[src/rtl/decode_hazard_stage_pkg.sv]
// decode_pkg: shared opcode/funct encodings, control-bundle field indices and
// the combinational decode helpers used by the decode stage and its bench.
//   decode_ctl  : opcode/funct -> control bundle (ctl_t)
//   decode_dest : opcode -> which instruction field names the destination
//   rt_is_src   : opcode -> whether rt is read as a source operand
package decode_pkg;

  localparam logic [5:0] OP_RTYPE = 6'h00;
  localparam logic [5:0] OP_JUMP  = 6'h02;
  localparam logic [5:0] OP_BEQ   = 6'h04;
  localparam logic [5:0] OP_LDB   = 6'h20;
  localparam logic [5:0] OP_LDW   = 6'h23;
  localparam logic [5:0] OP_STB   = 6'h28;
  localparam logic [5:0] OP_STW   = 6'h2B;

  localparam logic [5:0] FN_MUL   = 6'h18;

  // Control bundle bit positions
  localparam int unsigned CTL_REGWRITE = 0;
  localparam int unsigned CTL_MEMTOREG = 1;
  localparam int unsigned CTL_MEMREAD  = 2;
  localparam int unsigned CTL_MEMWRITE = 3;
  localparam int unsigned CTL_BYTEWORD = 4;
  localparam int unsigned CTL_ALUSRC   = 5;
  localparam int unsigned CTL_IS_MULT  = 6;
  localparam int unsigned CTL_W        = 7;

  typedef logic [CTL_W-1:0] ctl_t;

  typedef enum logic [1:0] {
    DST_RD,
    DST_RT,
    DST_NONE
  } dest_sel_e;

  function automatic ctl_t decode_ctl(input logic [5:0] op, input logic [5:0] fn);
    ctl_t c;
    c = '0;
    case (op)
      OP_RTYPE: begin
        c[CTL_REGWRITE] = 1'b1;
        c[CTL_IS_MULT]  = (fn == FN_MUL);
      end
      OP_LDW: begin
        c[CTL_REGWRITE] = 1'b1;
        c[CTL_MEMTOREG] = 1'b1;
        c[CTL_MEMREAD]  = 1'b1;
        c[CTL_ALUSRC]   = 1'b1;
      end
      OP_LDB: begin
        c[CTL_REGWRITE] = 1'b1;
        c[CTL_MEMTOREG] = 1'b1;
        c[CTL_MEMREAD]  = 1'b1;
        c[CTL_BYTEWORD] = 1'b1;
        c[CTL_ALUSRC]   = 1'b1;
      end
      OP_STW: begin
        c[CTL_MEMWRITE] = 1'b1;
        c[CTL_ALUSRC]   = 1'b1;
      end
      OP_STB: begin
        c[CTL_MEMWRITE] = 1'b1;
        c[CTL_BYTEWORD] = 1'b1;
        c[CTL_ALUSRC]   = 1'b1;
      end
      default: c = '0;  // JUMP, BEQ and unknown opcodes carry no controls
    endcase
    return c;
  endfunction

  function automatic dest_sel_e decode_dest(input logic [5:0] op);
    dest_sel_e d;
    case (op)
      OP_LDW, OP_LDB:                  d = DST_RT;
      OP_STW, OP_STB, OP_JUMP, OP_BEQ: d = DST_NONE;
      default:                         d = DST_RD;
    endcase
    return d;
  endfunction

  function automatic logic rt_is_src(input logic [5:0] op);
    return !((op == OP_LDW) || (op == OP_LDB));
  endfunction

endpackage

[src/rtl/decode_hazard_stage_if.sv]
// decode_hazard_stage_if: fetch-side valid/ready handshake plus the ID/EX
// output bundle of the decode stage.
//   slave  : the decode stage (consumes in_*, drives in_ready and out_*)
//   master : fetch/execute environment (drives in_*, observes the rest)
interface decode_hazard_stage_if #(
  parameter int unsigned ADDR_W = 32,
  parameter int unsigned REG_W  = 32,
  parameter int unsigned RA_W   = 5
);

  logic              in_valid;
  logic              in_ready;
  logic [ADDR_W-1:0] in_pc;
  logic [31:0]       in_instr;

  logic              out_valid;
  logic [ADDR_W-1:0] out_pc;
  logic [5:0]        out_opcode;
  logic [5:0]        out_funct;
  logic [RA_W-1:0]   out_rs_addr;
  logic [RA_W-1:0]   out_rt_addr;
  logic [RA_W-1:0]   out_dest;
  logic [REG_W-1:0]  out_rs_data;
  logic [REG_W-1:0]  out_rt_data;
  logic [ADDR_W-1:0] out_imm;
  logic              out_regwrite;
  logic              out_memtoreg;
  logic              out_memread;
  logic              out_memwrite;
  logic              out_byteword;
  logic              out_alusrc;
  logic              out_is_mult;

  modport slave (
    input  in_valid, in_pc, in_instr,
    output in_ready,
    output out_valid, out_pc, out_opcode, out_funct,
    output out_rs_addr, out_rt_addr, out_dest, out_rs_data, out_rt_data, out_imm,
    output out_regwrite, out_memtoreg, out_memread, out_memwrite,
    output out_byteword, out_alusrc, out_is_mult
  );

  modport master (
    output in_valid, in_pc, in_instr,
    input  in_ready,
    input  out_valid, out_pc, out_opcode, out_funct,
    input  out_rs_addr, out_rt_addr, out_dest, out_rs_data, out_rt_data, out_imm,
    input  out_regwrite, out_memtoreg, out_memread, out_memwrite,
    input  out_byteword, out_alusrc, out_is_mult
  );

endinterface

[src/rtl/decode_hazard_stage_scoreboard.sv]
// mult_scoreboard: tracks multiplies that have left ID/EX but whose results
// are not yet forwardable. MUL_LAT-deep shift register of {valid, dest}.
//   insert_i/insert_dest_i : new in-flight multiply entering stage 0
//   shift_en_i             : advance all entries (oldest retires)
//   match_a_i/match_b_i    : source registers to look up
//   hit_a_o/hit_b_o        : a valid entry holds the matching destination
module mult_scoreboard #(
  parameter int unsigned MUL_LAT = 5,
  parameter int unsigned RA_W    = 5
) (
  input  logic            clk,
  input  logic            reset,
  input  logic            insert_i,
  input  logic [RA_W-1:0] insert_dest_i,
  input  logic            shift_en_i,
  input  logic [RA_W-1:0] match_a_i,
  input  logic [RA_W-1:0] match_b_i,
  output logic            hit_a_o,
  output logic            hit_b_o
);

  logic [MUL_LAT-1:0] vld_q;
  logic [RA_W-1:0]    dst_q [MUL_LAT];

  always_ff @(posedge clk or posedge reset) begin
    if (reset) begin
      vld_q <= '0;
      for (int unsigned i = 0; i < MUL_LAT; i++) begin
        dst_q[i] <= '0;
      end
    end else if (shift_en_i) begin
      vld_q[0] <= insert_i;
      dst_q[0] <= insert_dest_i;
      for (int unsigned i = 1; i < MUL_LAT; i++) begin
        vld_q[i] <= vld_q[i-1];
        dst_q[i] <= dst_q[i-1];
      end
    end
  end

  always_comb begin
    hit_a_o = 1'b0;
    hit_b_o = 1'b0;
    for (int unsigned i = 0; i < MUL_LAT; i++) begin
      if (vld_q[i] && (dst_q[i] == match_a_i)) hit_a_o = 1'b1;
      if (vld_q[i] && (dst_q[i] == match_b_i)) hit_b_o = 1'b1;
    end
  end

endmodule

[src/rtl/decode_hazard_stage.sv]
// decode_hazard_stage: instruction decode with ID/EX boundary register,
// load-use / multiply RAW interlock, bubble insertion and branch flush.
//   clk, reset            : clock, asynchronous active-high reset
//   bus (slave)           : fetch handshake in, ID/EX bundle out
//   flush                 : taken branch, kill ID/EX contents
//   ex_stall              : execute busy, freeze ID/EX and scoreboard
//   rs_addr/rt_addr       : register-file read addresses (combinational)
//   rs_data/rt_data       : register-file read data
//   jump_taken/jump_addr  : fetch redirect for an accepted jump
//   hazard_stall          : RAW interlock active this cycle
module decode_hazard_stage
  import decode_pkg::*;
#(
  parameter int unsigned ADDR_W  = 32,
  parameter int unsigned REG_W   = 32,
  parameter int unsigned RA_W    = 5,
  parameter int unsigned MUL_LAT = 5
) (
  input  logic               clk,
  input  logic               reset,
  decode_hazard_stage_if.slave bus,
  input  logic               flush,
  input  logic               ex_stall,
  output logic [RA_W-1:0]    rs_addr,
  output logic [RA_W-1:0]    rt_addr,
  input  logic [REG_W-1:0]   rs_data,
  input  logic [REG_W-1:0]   rt_data,
  output logic               jump_taken,
  output logic [ADDR_W-1:0]  jump_addr,
  output logic               hazard_stall
);

  localparam int unsigned IMM_EXT = ADDR_W - 16;

  typedef struct packed {
    logic              valid;
    logic [ADDR_W-1:0] pc;
    logic [5:0]        opcode;
    logic [5:0]        funct;
    logic [RA_W-1:0]   rs_addr;
    logic [RA_W-1:0]   rt_addr;
    logic [RA_W-1:0]   dest;
    logic [REG_W-1:0]  rs_data;
    logic [REG_W-1:0]  rt_data;
    logic [ADDR_W-1:0] imm;
    ctl_t              ctl;
  } idex_t;

  idex_t idex_q, idex_d, idex_in;

  logic [31:0]     instr;
  logic [5:0]      op, fn;
  logic [RA_W-1:0] rs, rt, rd, dest_in;
  logic            rs_used, rt_used;
  logic            idex_pending;
  logic            rs_haz, rt_haz;
  logic            in_ready;
  logic            transfer;
  logic            sb_insert, sb_shift;
  logic            sb_hit_rs, sb_hit_rt;

  assign instr = bus.in_instr;
  assign op    = instr[31:26];
  assign fn    = instr[5:0];
  assign rs    = RA_W'(instr[25:21]);
  assign rt    = RA_W'(instr[20:16]);
  assign rd    = RA_W'(instr[15:11]);

  assign rs_addr = rs;
  assign rt_addr = rt;

  always_comb begin
    dest_in = rd;
    case (decode_dest(op))
      DST_RT:   dest_in = rt;
      DST_NONE: dest_in = '0;
      default:  dest_in = rd;
    endcase
  end

  // Register 0 is hard-wired, so it can never be a RAW producer.
  assign rs_used = (rs != '0);
  assign rt_used = rt_is_src(op) && (rt != '0);

  // Loads and multiplies in ID/EX cannot forward to the instruction behind them.
  assign idex_pending = idex_q.valid &&
                        (idex_q.ctl[CTL_MEMREAD] || idex_q.ctl[CTL_IS_MULT]);

  assign rs_haz = rs_used && ((idex_pending && (idex_q.dest == rs)) || sb_hit_rs);
  assign rt_haz = rt_used && ((idex_pending && (idex_q.dest == rt)) || sb_hit_rt);

  assign hazard_stall = bus.in_valid && (rs_haz || rt_haz);
  assign in_ready     = !hazard_stall && !ex_stall;
  assign bus.in_ready = in_ready;
  assign transfer     = bus.in_valid && in_ready;

  assign jump_taken = transfer && (op == OP_JUMP) && !flush;

  // Upper PC bits kept, low 28 bits replaced by the word-aligned target.
  always_comb begin
    jump_addr       = bus.in_pc;
    jump_addr[27:0] = {instr[25:0], 2'b00};
  end

  // A flushed multiply never reaches execute, so it must not be tracked.
  assign sb_insert = idex_q.valid && idex_q.ctl[CTL_IS_MULT] && !ex_stall && !flush;
  assign sb_shift  = !ex_stall;

  mult_scoreboard #(
    .MUL_LAT (MUL_LAT),
    .RA_W    (RA_W)
  ) u_mult_scoreboard (
    .clk           (clk),
    .reset         (reset),
    .insert_i      (sb_insert),
    .insert_dest_i (idex_q.dest),
    .shift_en_i    (sb_shift),
    .match_a_i     (rs),
    .match_b_i     (rt),
    .hit_a_o       (sb_hit_rs),
    .hit_b_o       (sb_hit_rt)
  );

  always_comb begin
    idex_in         = '0;
    idex_in.valid   = 1'b1;
    idex_in.pc      = bus.in_pc;
    idex_in.opcode  = op;
    idex_in.funct   = fn;
    idex_in.rs_addr = rs;
    idex_in.rt_addr = rt;
    idex_in.dest    = dest_in;
    idex_in.rs_data = rs_data;
    idex_in.rt_data = rt_data;
    idex_in.imm     = {{IMM_EXT{instr[15]}}, instr[15:0]};
    idex_in.ctl     = decode_ctl(op, fn);
  end

  // Priority: flush > ex_stall hold > hazard bubble > capture > drain.
  // With ex_stall low and no hazard, in_ready is high, so in_valid alone
  // decides capture.
  always_comb begin
    idex_d = idex_q;
    if (flush) begin
      idex_d.valid = 1'b0;
      idex_d.ctl   = '0;
    end else if (ex_stall) begin
      idex_d = idex_q;
    end else if (hazard_stall) begin
      idex_d.valid = 1'b0;
      idex_d.ctl   = '0;
    end else if (bus.in_valid) begin
      idex_d = idex_in;
    end else begin
      idex_d.valid = 1'b0;
    end
  end

  always_ff @(posedge clk or posedge reset) begin
    if (reset) begin
      idex_q <= '0;
    end else begin
      idex_q <= idex_d;
    end
  end

  assign bus.out_valid    = idex_q.valid;
  assign bus.out_pc       = idex_q.pc;
  assign bus.out_opcode   = idex_q.opcode;
  assign bus.out_funct    = idex_q.funct;
  assign bus.out_rs_addr  = idex_q.rs_addr;
  assign bus.out_rt_addr  = idex_q.rt_addr;
  assign bus.out_dest     = idex_q.dest;
  assign bus.out_rs_data  = idex_q.rs_data;
  assign bus.out_rt_data  = idex_q.rt_data;
  assign bus.out_imm      = idex_q.imm;
  assign bus.out_regwrite = idex_q.ctl[CTL_REGWRITE];
  assign bus.out_memtoreg = idex_q.ctl[CTL_MEMTOREG];
  assign bus.out_memread  = idex_q.ctl[CTL_MEMREAD];
  assign bus.out_memwrite = idex_q.ctl[CTL_MEMWRITE];
  assign bus.out_byteword = idex_q.ctl[CTL_BYTEWORD];
  assign bus.out_alusrc   = idex_q.ctl[CTL_ALUSRC];
  assign bus.out_is_mult  = idex_q.ctl[CTL_IS_MULT];

endmodule

[src/flat_wrapper.sv]
// flat-port wrapper written by rule: the top's interface ports become plain ports
module decode_hazard_stage_flat import decode_pkg::*;
#(
  parameter int unsigned ADDR_W  = 32,
  parameter int unsigned REG_W   = 32,
  parameter int unsigned RA_W    = 5,
  parameter int unsigned MUL_LAT = 5
)
  (clk, reset, flush, ex_stall, rs_addr, rt_addr, rs_data, rt_data, jump_taken, jump_addr, hazard_stall, bus_in_valid, bus_in_pc, bus_in_instr, bus_in_ready, bus_out_valid, bus_out_pc, bus_out_opcode, bus_out_funct, bus_out_rs_addr, bus_out_rt_addr, bus_out_dest, bus_out_rs_data, bus_out_rt_data, bus_out_imm, bus_out_regwrite, bus_out_memtoreg, bus_out_memread, bus_out_memwrite, bus_out_byteword, bus_out_alusrc, bus_out_is_mult);
  decode_hazard_stage_if #(.ADDR_W(ADDR_W), .REG_W(REG_W), .RA_W(RA_W)) bus_i ();
  input  logic clk;
  input  logic reset;
  input  logic flush;
  input  logic ex_stall;
  output logic [RA_W-1:0] rs_addr;
  output logic [RA_W-1:0] rt_addr;
  input  logic [REG_W-1:0] rs_data;
  input  logic [REG_W-1:0] rt_data;
  output logic jump_taken;
  output logic [ADDR_W-1:0] jump_addr;
  output logic hazard_stall;
  input wire logic [$bits(bus_i.in_valid)-1:0] bus_in_valid;
  input wire logic [$bits(bus_i.in_pc)-1:0] bus_in_pc;
  input wire logic [$bits(bus_i.in_instr)-1:0] bus_in_instr;
  output wire logic [$bits(bus_i.in_ready)-1:0] bus_in_ready;
  output wire logic [$bits(bus_i.out_valid)-1:0] bus_out_valid;
  output wire logic [$bits(bus_i.out_pc)-1:0] bus_out_pc;
  output wire logic [$bits(bus_i.out_opcode)-1:0] bus_out_opcode;
  output wire logic [$bits(bus_i.out_funct)-1:0] bus_out_funct;
  output wire logic [$bits(bus_i.out_rs_addr)-1:0] bus_out_rs_addr;
  output wire logic [$bits(bus_i.out_rt_addr)-1:0] bus_out_rt_addr;
  output wire logic [$bits(bus_i.out_dest)-1:0] bus_out_dest;
  output wire logic [$bits(bus_i.out_rs_data)-1:0] bus_out_rs_data;
  output wire logic [$bits(bus_i.out_rt_data)-1:0] bus_out_rt_data;
  output wire logic [$bits(bus_i.out_imm)-1:0] bus_out_imm;
  output wire logic [$bits(bus_i.out_regwrite)-1:0] bus_out_regwrite;
  output wire logic [$bits(bus_i.out_memtoreg)-1:0] bus_out_memtoreg;
  output wire logic [$bits(bus_i.out_memread)-1:0] bus_out_memread;
  output wire logic [$bits(bus_i.out_memwrite)-1:0] bus_out_memwrite;
  output wire logic [$bits(bus_i.out_byteword)-1:0] bus_out_byteword;
  output wire logic [$bits(bus_i.out_alusrc)-1:0] bus_out_alusrc;
  output wire logic [$bits(bus_i.out_is_mult)-1:0] bus_out_is_mult;
  assign bus_i.in_valid = bus_in_valid;
  assign bus_i.in_pc = bus_in_pc;
  assign bus_i.in_instr = bus_in_instr;
  assign bus_in_ready = bus_i.in_ready;
  assign bus_out_valid = bus_i.out_valid;
  assign bus_out_pc = bus_i.out_pc;
  assign bus_out_opcode = bus_i.out_opcode;
  assign bus_out_funct = bus_i.out_funct;
  assign bus_out_rs_addr = bus_i.out_rs_addr;
  assign bus_out_rt_addr = bus_i.out_rt_addr;
  assign bus_out_dest = bus_i.out_dest;
  assign bus_out_rs_data = bus_i.out_rs_data;
  assign bus_out_rt_data = bus_i.out_rt_data;
  assign bus_out_imm = bus_i.out_imm;
  assign bus_out_regwrite = bus_i.out_regwrite;
  assign bus_out_memtoreg = bus_i.out_memtoreg;
  assign bus_out_memread = bus_i.out_memread;
  assign bus_out_memwrite = bus_i.out_memwrite;
  assign bus_out_byteword = bus_i.out_byteword;
  assign bus_out_alusrc = bus_i.out_alusrc;
  assign bus_out_is_mult = bus_i.out_is_mult;
  decode_hazard_stage #(.ADDR_W(ADDR_W), .REG_W(REG_W), .RA_W(RA_W), .MUL_LAT(MUL_LAT)) u_core (.clk(clk), .reset(reset), .bus(bus_i), .flush(flush), .ex_stall(ex_stall), .rs_addr(rs_addr), .rt_addr(rt_addr), .rs_data(rs_data), .rt_data(rt_data), .jump_taken(jump_taken), .jump_addr(jump_addr), .hazard_stall(hazard_stall));
endmodule
[config.mk]
export PLATFORM = sky130hd
export DESIGN_NAME = decode_hazard_stage_flat
export DESIGN_NICKNAME = d
export VERILOG_FILES = /design/src/rtl/decode_hazard_stage_pkg.sv /design/src/rtl/decode_hazard_stage_if.sv /design/src/rtl/decode_hazard_stage_scoreboard.sv /design/src/rtl/decode_hazard_stage.sv /design/src/flat_wrapper.sv
export SDC_FILE = /design/constraint.sdc
export NUM_CORES = 1
export LEC_CHECK = 0
export ABC_CLOCK_PERIOD_IN_PS = 6460
export BUFFER_PORTS_ARGS = -buffer_cell sky130_fd_sc_hd__buf_2
export CAP_MARGIN = 20
export CORE_MARGIN = 2
export CORE_UTILIZATION = 48
export CTS_CLUSTER_SIZE = 30
export DETAILED_ROUTE_END_ITERATION = 8
export GPL_TIMING_DRIVEN = 0
export MAX_ROUTING_LAYER = met4
export PLACE_DENSITY = 0.92
export REMOVE_ABC_BUFFERS = 1
export SETUP_SLACK_MARGIN = 0.2
export SLEW_MARGIN = 20
export SYNTH_ARGS = -nofsm -noshare
export SYNTH_HDL_FRONTEND = slang
export SYNTH_SLANG_ARGS = --single-unit
export TNS_END_PERCENT = 10
[constraint.sdc]
create_clock -name clk -period 6.46 [get_ports clk]
set_input_delay 1.292 -clock clk [delete_from_list [all_inputs] [get_ports clk]]
set_output_delay 1.292 -clock clk [all_outputs]
set_load 0.005 [all_outputs]
==> results by stage, run 1 <==
Status:
- The run finished with clean final reports.

Pwr:
- The switching power total is 0.000898 W.
- The worst ir drop on vdd is 0.187 mV.
- In this run, the clock network consumes 32.9% of the power.
- The leakage power total is 4.85 nW.
- Combinational logic is responsible for 21.0% of the overall power.
- Power spread over the standard cell area amounts to 317 nW/um2.
- The internal power is 0.00224 W.
- Of the total power, the share spent switching nets is 28.6%.
- Sequential cells burn 46.1% of the power.

Detailed routing:
- After the first detailed-routing iteration, the DRC count stood at 223.
- For this run, the detailed router's first-pass iteration total came to 6.
- The overall via count from detail_route is 5,509.
- Once detail routing completed, the nets flagged for antenna violations numbered 0.
- The ratio of routed vias to standard cells is 5.10.
- The DRC violations left is 0.
- In the final routed layout, each cell accounts on average for 17.4 um.
- Summed over all layers, the routed wires come to 18,800 um.

Clocking:
- The insertion delay of the later-clocked pin in the worst-skew pair is 0.42 ns.
- The CTS tree is done.
- The number of sinks on the clock net is 170.
- The count of cells resized by post-cts repair is 0.
- The number of setup buffers added after CTS is 0.
- The number of hold buffers added after CTS was 0.
- The clock-pin slew reported for the worst setup and hold paths after clock tree synthesis is 0.06 ns.
- The root buffer selected by CTS is sky130_fd_sc_hd__clkbuf_16.
- The number of buffers inserted during clock tree synthesis is 17.
- The number of H-tree levels is 4.
- The maximum count of clock buffers along a single path is 2.

Final layout:
- The post-route netlist has 52.6% of its cells at a drive strength greater than 1.
- The utilization of the core after routing is 62.3%.
- At the end of the flow, the number of nets in the layout was 982.
- The finished layout holds 1,080 standard cells, fillers aside.
- The area growth from synthesis to layout is 26.7%.

Synth:
- Counting flops with an async set or reset pin after synthesis yields a share of 100%.
- The netlist uses 37 different library cells.
- Sequential cells were found to cover 54.5% of the synthesized design area.
- In the synthesized netlist, the number of instances is 574.
- The library cell with the largest summed area after synthesis is sky130_fd_sc_hd__dfrtp_1.
- For this run, the leading register cell type out of synthesis is sky130_fd_sc_hd__dfrtp_1.
- The number of enable-type register cells in the synthesized netlist is 0.
- Yosys printed 0 warnings.
- The most numerous cell in the Yosys netlist is sky130_fd_sc_hd__dfrtp_1.
- The commonest cells after synthesis are 170 x sky130_fd_sc_hd__dfrtp_1, 93 x sky130_fd_sc_hd__mux2_1, 69 x sky130_fd_sc_hd__buf_4, 69 x sky130_fd_sc_hd__mux2_2, 46 x sky130_fd_sc_hd__xor2_1.
- Sorting the synthesized cells by area gives the leading types as sky130_fd_sc_hd__dfrtp_1 54%, sky130_fd_sc_hd__mux2_1 13%, sky130_fd_sc_hd__mux2_2 9.9%.
- In this run the cell area of the synthesized design comes to 7810 um2.
- The share of the synthesized area in the top cell type is 54.5%.
- The mean cell area of the mapped netlist is 13.6 um2.
- Synthesis inferred 170 register bits.

GRT:
- The largest net degree at the start of global routing is 97.
- The total overflow left after global routing is 0.
- The aggregate global-route resource usage is 22.4%.
- The number of antenna violations at the first check in global routing came to 3.
- The first global-routing pass estimated 29,900 um of wire.
- The via count of the first global-routing pass is 5,839.

Die:
- The placement row count is 46.
- The effective utilization at floorplan is 49.2%.
- The floorplan step set the die height to 132 um.
- The die is 132 um wide.
- The die covers 17,300 um2.
- The area of the core is 15,900 um2.
- The number of primary I/O pins is 341.

Timing:
- The tightest hold path in the finished design has a slack of 0.481 ns.
- After layout, the worst path uses 77.6% of the clock period.
- The transition time at the pin with the least slew margin is 0.908 ns.
- Setup repair after global routing left no endpoint under its margin.
- The final-report max-slew violation count is 0.
- The count of final hold-check violations came to 0.
- The clock period minus final worst setup slack is 5.01 ns.
- Setup violations remaining at the end of the flow were counted as 0.
- The clock arrives with 0.0184 ns of skew.
- The relative slew slack is 38.9%.
- In the final timing run, aggregate negative setup slack is 0 ns.
- The upper clock frequency limit is 0.200 GHz.

Setup path:
- For the worst setup path, the data required time is 5.17 ns.
- STA classifies the critical path startpoint as an input port.
- The startpoint-to-endpoint class of the critical path is input port to output port.
- The signal arrival time at the worst endpoint is 3.72 ns.
- In this run the worst path has a maximum fanout of 17.
- The endpoint class of the critical path is an output port.

Placement:
- The count of buffers from port buffering is 338.
- Detailed placement finished with a half-perimeter wire length of 13,700 um.
- The weighted congestion at the end of routability-driven global placement is 0.834.
- The total placed cells including tap cells is 1,045.

Min path:
- The worst hold path belongs to the class flop to flop.

Run:
- The number of violations of the max-capacitance limit is 0.
cell type report:
class	instances	area, um2
Sequential cell	170	4250
Inverter	3	18.8
Tap cell	216	270
Multi-Input combinational cell	307	2870
Clock inverter	13	158
Antenna cell	3	7.51
Clock buffer	19	443
Timing Repair Buffer	349	1880
Fill cell	1236	5980
power by group through the flow:
stage               Combinational [W]  Sequential, W  Clock, W
global placement             0.000632        0.00145         0
detailed placement           0.000662        0.00146         0
global route                 0.000722        0.00147   0.00110
CTS                          0.000671        0.00144   0.00106
finish                       0.000661        0.00145   0.00103
floorplan                    0.000308        0.00145         0
registers in the layout, summed over array words and instances, names as in the netlist:
| register | count |
|---|---|
| u_core.bus.out_pc | 32 |
| u_core.bus.out_valid | 1 |
| u_core.u_mult_scoreboard.vld_q | 5 |
| u_core.bus.out_rt_addr | 5 |
| u_core.bus.out_rt_data | 32 |
| u_core.bus.out_rs_addr | 5 |
| u_core.bus.out_byteword | 1 |
| u_core.bus.out_memwrite | 1 |
| u_core.bus.out_dest | 5 |
| u_core.bus.out_memread | 1 |
| u_core.bus.out_regwrite | 1 |
| u_core.u_mult_scoreboard.dst_q | 25 |
| u_core.bus.out_imm | 16 |
| u_core.bus.out_opcode | 6 |
| u_core.bus.out_alusrc | 1 |
| u_core.bus.out_is_mult | 1 |
| u_core.bus.out_rs_data | 32 |
routing by layer:
metal	track usage [%]	wire length, um	share of wire [%]	up-vias
li1	-	-	-	2472
met1	25.3	7200	38	2744
met2	38.4	9900	53	262
met3	5.29	1320	7.0	31
met4	9.18	375	2.0	0
met5	-	0	0	-
cell families (layout without fill, tap and decap cells):
| kind of cell | Yosys count | after routing | share of synthesized area (%) |
|---|---|---|---|
| adders and majority gates | 1 | 1 | 0.160 |
| and+or+nand+nor | 60 | 60 | 4.26 |
| xor gates and xnor gates | 61 | 61 | 6.84 |
| DFF | 170 | 170 | 54.5 |
| other | 1 | 5 | 0.0480 |
| AOI/OAI and AO/OA | 21 | 21 | 1.97 |
| muxes | 162 | 162 | 23.4 |
| buffers and inverters | 98 | 384 | 8.92 |
worst paths after layout:
| kind | from | to | slack [ns] | cells past startpoint |
|---|---|---|---|---|
| max in group asynchronous | reset | u_core.bus.out_dest[3] | 4.70 | 3 |
| min | u_core.bus.out_pc[5] | u_core.bus.out_pc[5] | 0.48 | 1 |
| min reg2reg | u_core.bus.out_pc[5] | u_core.bus.out_pc[5] | 0.48 | 1 |
| min in group asynchronous | reset | u_core.bus.out_rt_data[28] | 0.91 | 2 |
| max | bus_in_instr[26] | jump_taken | 1.45 | 9 |
| max reg2reg | u_core.u_mult_scoreboard.dst_q[16] | u_core.bus.out_rs_data[14] | 3.35 | 12 |
cells in the final DEF, fill, tap and decap left out, drive strengths merged, types with 2 or more instances in the layout:
| cell | count |
|---|---|
| buf | 349 |
| dfrtp | 170 |
| mux2 | 162 |
| xor2 | 46 |
| clkbuf | 19 |
| nand2 | 16 |
| xnor2 | 15 |
| nor4 | 13 |
| nand3 | 11 |
| inv | 8 |
| o21ai | 7 |
| clkinv | 5 |
| nor3 | 5 |
| a22o | 4 |
| diode | 3 |
| nor2 | 3 |
| nor2b | 2 |
| o21a | 2 |
| nand4 | 2 |
| or4 | 2 |
| nand2b | 2 |
| a32o | 2 |
| conb | 2 |
| bufinv | 2 |
worst max-delay path, cell delays in order:
cell	delay [ns]
sky130_fd_sc_hd__buf_2	0.13
sky130_fd_sc_hd__xnor2_1	0.20
sky130_fd_sc_hd__nand2_1	0.10
sky130_fd_sc_hd__nor4_1	0.70
sky130_fd_sc_hd__a211oi_2	0.19
sky130_fd_sc_hd__nor3_4	0.49
sky130_fd_sc_hd__buf_8	0.24
sky130_fd_sc_hd__nor4b_2	0.21
sky130_fd_sc_hd__buf_2	0.17
through the flow:
| stage | power, W | instance area (um2) | setup WS (ns) |
|---|---|---|---|
| 5_1_grt | 0.00330 | 9900 | 1.31 |
| 4_1_cts | 0.00317 | 9890 | 1.43 |
| 3_3_place_gp | 0.00208 | 9090 | -6.21 |
| 3_5_place_dp | 0.00212 | 9290 | 1.43 |
| 6_report | 0.00314 | 9900 | 1.45 |
| 2_1_floorplan | 0.00176 | 7130 | -3.19 |
Power figures use the tool's default switching activity.
==> run 2: changes to the inputs <==
--- a/config.mk
+++ b/config.mk
@@ -5,16 +5,17 @@
 export SDC_FILE = /design/constraint.sdc
 export NUM_CORES = 1
 export LEC_CHECK = 0
-export ABC_CLOCK_PERIOD_IN_PS = 6460
+export ABC_AREA = 1
+export ABC_CLOCK_PERIOD_IN_PS = 4520
 export BUFFER_PORTS_ARGS = -buffer_cell sky130_fd_sc_hd__buf_2
 export CAP_MARGIN = 20
 export CORE_MARGIN = 2
-export CORE_UTILIZATION = 48
+export CORE_UTILIZATION = 44
 export CTS_CLUSTER_SIZE = 30
 export DETAILED_ROUTE_END_ITERATION = 8
 export GPL_TIMING_DRIVEN = 0
 export MAX_ROUTING_LAYER = met4
-export PLACE_DENSITY = 0.92
+export PLACE_DENSITY = 0.87
 export REMOVE_ABC_BUFFERS = 1
 export SETUP_SLACK_MARGIN = 0.2
 export SLEW_MARGIN = 20
==> constraint.sdc (replaced) <==
create_clock -name clk -period 4.52 [get_ports clk]
set_input_delay 0.904 -clock clk [delete_from_list [all_inputs] [get_ports clk]]
set_output_delay 0.904 -clock clk [all_outputs]
set_load 0.005 [all_outputs]
==> results by stage, run 2 <==
Clocking:
- The insertion delay of the later-clocked pin in the worst-skew pair is 0.44 ns (+0.02 ns).
- The number of sinks on the clock net is 170 (unchanged).
- The number of H-tree levels is 4 (unchanged).
- The post-CTS setup-driven buffer insertion count is 0 (unchanged).
- The CTS tree is done.
- The maximum count of clock buffers along a single path came to 2 (unchanged).
- The clock-pin slew reported for the worst setup and hold paths after clock tree synthesis is 0.07 ns (about the same).
- The count of cells resized by post-cts repair is 0 (unchanged).
- The number of buffers inserted during clock tree synthesis is 17 (unchanged).
- The count of hold buffers inserted by post-cts repair is 0 (unchanged).
- The root buffer selected by CTS is sky130_fd_sc_hd__clkbuf_16.

Synth:
- The distinct cell type count after synthesis was 33 (-11%).
- In the post-synthesis netlist, the cell with the most instances is sky130_fd_sc_hd__nand2_1.
- The number of warnings printed during yosys synthesis came to 0 (unchanged).
- The synthesized design spends more area on one cell type than any other, namely sky130_fd_sc_hd__dfrtp_1.
- The commonest cells after synthesis are 449 x sky130_fd_sc_hd__nand2_1, 170 x sky130_fd_sc_hd__dfrtp_1, 140 x sky130_fd_sc_hd__nand3_1.
- The share of the synthesized area in the top cell type came to 49.6% (-4.9 points).
- In the post-synthesis netlist, the biggest area contributors are sky130_fd_sc_hd__dfrtp_1 50%, sky130_fd_sc_hd__nand2_1 20%, sky130_fd_sc_hd__nand3_1 8.2%.
- The predominant post-synthesis flop cell is sky130_fd_sc_hd__dfrtp_1.
- The share of synthesized flip-flops with an asynchronous set or reset came to 100% (unchanged).
- The synthesized flop and latch total is 170 (unchanged).
- The number of standard cells after synthesis is 1,084 (+89%).
- The mean cell area of the mapped netlist was 7.91 um2 (-42%).
- The number of enable-type register cells in the synthesized netlist is 0 (unchanged).
- The part of the Yosys area used for sequential elements is 49.6% (-4.9 points).
- The combined area of all synthesized cells is 8580 um2 (+9.8%).

Placement:
- The worst slack at placement is 0.237 ns (-1.20 ns).
- The weighted congestion at the end of routability-driven global placement is 0.950 (+14%).
- The count of buffers from port buffering is 338 (unchanged).
- The post-detailed-placement half-perimeter wirelength is 17,800 um (+30%).

Timing:
- The final setup TNS is 0 ns (unchanged).
- The final-report max-slew violation count is 0 (unchanged).
- The worst clock skew is 0.0202 ns (+0.00175 ns).
- The transition time at the pin with the least slew margin is 0.828 ns (-0.0796 ns).
- In the finished design, the share of the clock period the worst path needs comes to 91.1%.
- The worst setup margin is 0.400 ns (-1.05 ns).
- Static timing analysis puts the maximum clock frequency at 0.243 GHz.
- The count of final setup violators is 0 (unchanged).
- The count of final hold-check violations is 0 (unchanged).
- The worst path in the final design needs a cycle of 4.12 ns, including I/O delays and setup.
- The relative slew slack was 44.8% (+5.9 points).
- Setup repair after global routing left no endpoint under its margin.

Setup path:
- The maximum fanout encountered on the critical timing path is 74 (+57).
- The critical path data required time was 3.62 ns (-1.55 ns).
- The signal arrival time at the worst endpoint is 3.22 ns (-0.50 ns).
- In this run the critical register-to-register path is launched from u_core.u_mult_scoreboard.dst_q[20].
- The worst-case reg-to-reg path depth was 14 (+2).
- The worst setup path is launched from an input port.
- The worst setup path is captured at an output port.
- The capture point of the worst path is jump_taken.
- The worst reg-to-reg setup slack came to 1.99 ns (-1.36 ns).
- The terminus of the critical flop-to-flop path is u_core.bus.out_opcode[1].
- By startpoint and endpoint, the worst setup path is classified as input port to output port.
- The most critical setup path has its startpoint at bus_in_instr[16].

Final layout:
- Leaving out fill and tap cells, the most frequent cells in the layout are 449 x sky130_fd_sc_hd__nand2_1, 338 x sky130_fd_sc_hd__buf_2, 170 x sky130_fd_sc_hd__dfrtp_1, 140 x sky130_fd_sc_hd__nand3_1, 55 x sky130_fd_sc_hd__nor2_1.
- The total area of multi-input combinational cells came to 3260 um2 (+14%).
- The share of layout cells above drive strength 1 is 31.6% (-21 points).
- The count of fill cells added during filler insertion is 1,764 (+43%).
- The final net count is 1,472 (+50%).
- The register area is 4250 um2 (unchanged).
- Relative to the synthesized area, the layout overhead comes to 24.0%.
- The most frequent standard cell in the layout excluding fill and tap cells is sky130_fd_sc_hd__nand2_1.

Die:
- The effective utilization at floorplan was 44.5% (-4.7 points).
- The width of the chip is 144 um (+9.2%).
- The full die area came to 20,600 um2 (+19%).
- The placement row count is 51 (+11%).
- The area of the core is 19,300 um2 (+21%).
- The number of primary I/O pins came to 341 (unchanged).
- The height of the die is 144 um (+9.2%).

GRT:
- The sum of overflow across all layers after global routing is 0 (unchanged).
- The global-route wire length before repair is 38,400 um (+29%).
- The largest net degree at the start of global routing is 100 (+3.1%).
- The number of antenna violations at the first check in global routing is 2 (-1).
- The aggregate global-route resource usage came to 24.6% (+2.2 points).
- The via count of the first global-routing pass is 7,416 (+27%).

Detailed routing:
- The final routed wirelength across all metal layers came to 25,600 um (+36%).
- The iteration-0 DRC count of the detailed router is 587 (+160%).
- The number of iterations in the first detailed-routing pass was 5 (-1).
- The ratio of routed vias to standard cells was 4.96 (-2.7%).
- The overall via count from detail_route was 8,032 (+46%).
- The DRC violations left is 0 (unchanged).
- The final antenna-violating net count is 0 (unchanged).
- The average detailed-routed wire length per instance is 15.8 um (-9.0%).

Pwr:
- The worst ir drop on vdd is 0.241 mV (+29%).
- The areal power density over the cells was 404 nW/um2 (+27%).
- The leakage power total was 6.16 nW (+27%).

Status:
- The flow ran to the end, and the final reports show no timing, DRC or antenna violations.

Run:
- The number of violations of the max-capacitance limit was 0 (unchanged).

Min path:
- The path class of the tightest hold or removal check is flop to flop.
run 2: changes by cell type after synthesis, sizes merged, moves of 23 or more:
| cell | previous run | this run |
|---|---|---|
| mux2 | 162 | 0 |
| o21ai | 7 | 41 |
| inv | 3 | 53 |
| buf | 91 | 114 |
| nand2 | 16 | 451 |
| xor2 | 46 | 9 |
| nand3 | 11 | 160 |
| nor2 | 3 | 56 |
run 2: layout make-up:
class | count | share of cell area (%)
flip-flops and latches | 170 | 40.0
multi-input cells | 738 | 30.7
repair buffers | 358 | 18.3
clock buffers | 18 | 4.13
well taps | 265 | 3.12
inverters | 53 | 2.15
clock inverters | 14 | 1.60
diodes | 2 | 0.0471
run 2: logic make-up (layout without fill, tap and decap cells):
logic type	Yosys count	count (layout)	share of synthesized area (%)
buffers and inverters	178	443	12.7
adder cells (fa/ha/maj)	1	1	0.146
XOR/XNOR	10	10	1.02
flip-flops	170	170	49.6
other	1	4	0.0437
AND/OR/NAND/NOR	678	679	33.7
AO/OA/AOI/OAI	46	46	2.79
run 2: metal layers:
layer / vias to the layer above / wire length, um / global-route usage, %
met3: 33 / 1870 / 5.03
li1: 3844 / - / -
met1: 3806 / 10100 / 30.4
met4: 0 / 551 / 7.69
met5: - / 0 / -
met2: 349 / 13200 / 40.7
run 2: stage by stage:
step | cells | cell area (um2) | hold slack, ns | util, % | total power [W]
after floorplan | 960 | 7700 | 0.452 | - | 0.00233
after global placement | 1563 | 9720 | 0.449 | 50.4 | 0.00279
after detailed placement | 1582 | 9980 | 0.453 | 51.8 | 0.00282
after CTS | 1614 | 10600 | 0.472 | 54.9 | 0.00432
after global routing | 1618 | 10600 | 0.485 | 55.2 | 0.00453
final | 1618 | 10600 | 0.470 | 55.2 | 0.00429
run 2: power breakdown:
part,switching [W],internal [W]
combinational,0.000492,0.000377
sequential,0.000170,0.00176
clock,0.000726,0.000767
total,0.00139,0.00291
run 2: worst min path at each step:
stage	startpoint	to	slack, ns	cells past startpoint
floorplan	u_core.u_mult_scoreboard.dst_q[10]	u_core.u_mult_scoreboard.dst_q[10]	0.45	2
global placement	u_core.bus.out_rs_data[18]	u_core.bus.out_rs_data[18]	0.45	2
detailed placement	u_core.bus.out_rt_data[3]	u_core.bus.out_rt_data[3]	0.45	2
CTS	u_core.bus.out_imm[7]	u_core.bus.out_imm[7]	0.47	2
global route	u_core.bus.out_rt_data[29]	u_core.bus.out_rt_data[29]	0.48	2
finish	u_core.bus.out_imm[7]	u_core.bus.out_imm[7]	0.47	2
run 2: critical path: stages:
cell,delay [ns]
sky130_fd_sc_hd__buf_2,0.31
sky130_fd_sc_hd__inv_1,0.12
sky130_fd_sc_hd__nand2_1,0.08
sky130_fd_sc_hd__nand2_1,0.06
sky130_fd_sc_hd__nor2_1,0.17
sky130_fd_sc_hd__nand3_1,0.10
sky130_fd_sc_hd__nand2_1,0.07
sky130_fd_sc_hd__nor2_1,0.04
sky130_fd_sc_hd__nand2_1,0.06
sky130_fd_sc_hd__nand2_1,0.06
sky130_fd_sc_hd__nand2_2,0.15
sky130_fd_sc_hd__clkinv_8,0.30
sky130_fd_sc_hd__nand2_8,0.31
sky130_fd_sc_hd__buf_16,0.24
sky130_fd_sc_hd__nor2_1,0.06
sky130_fd_sc_hd__buf_2,0.13
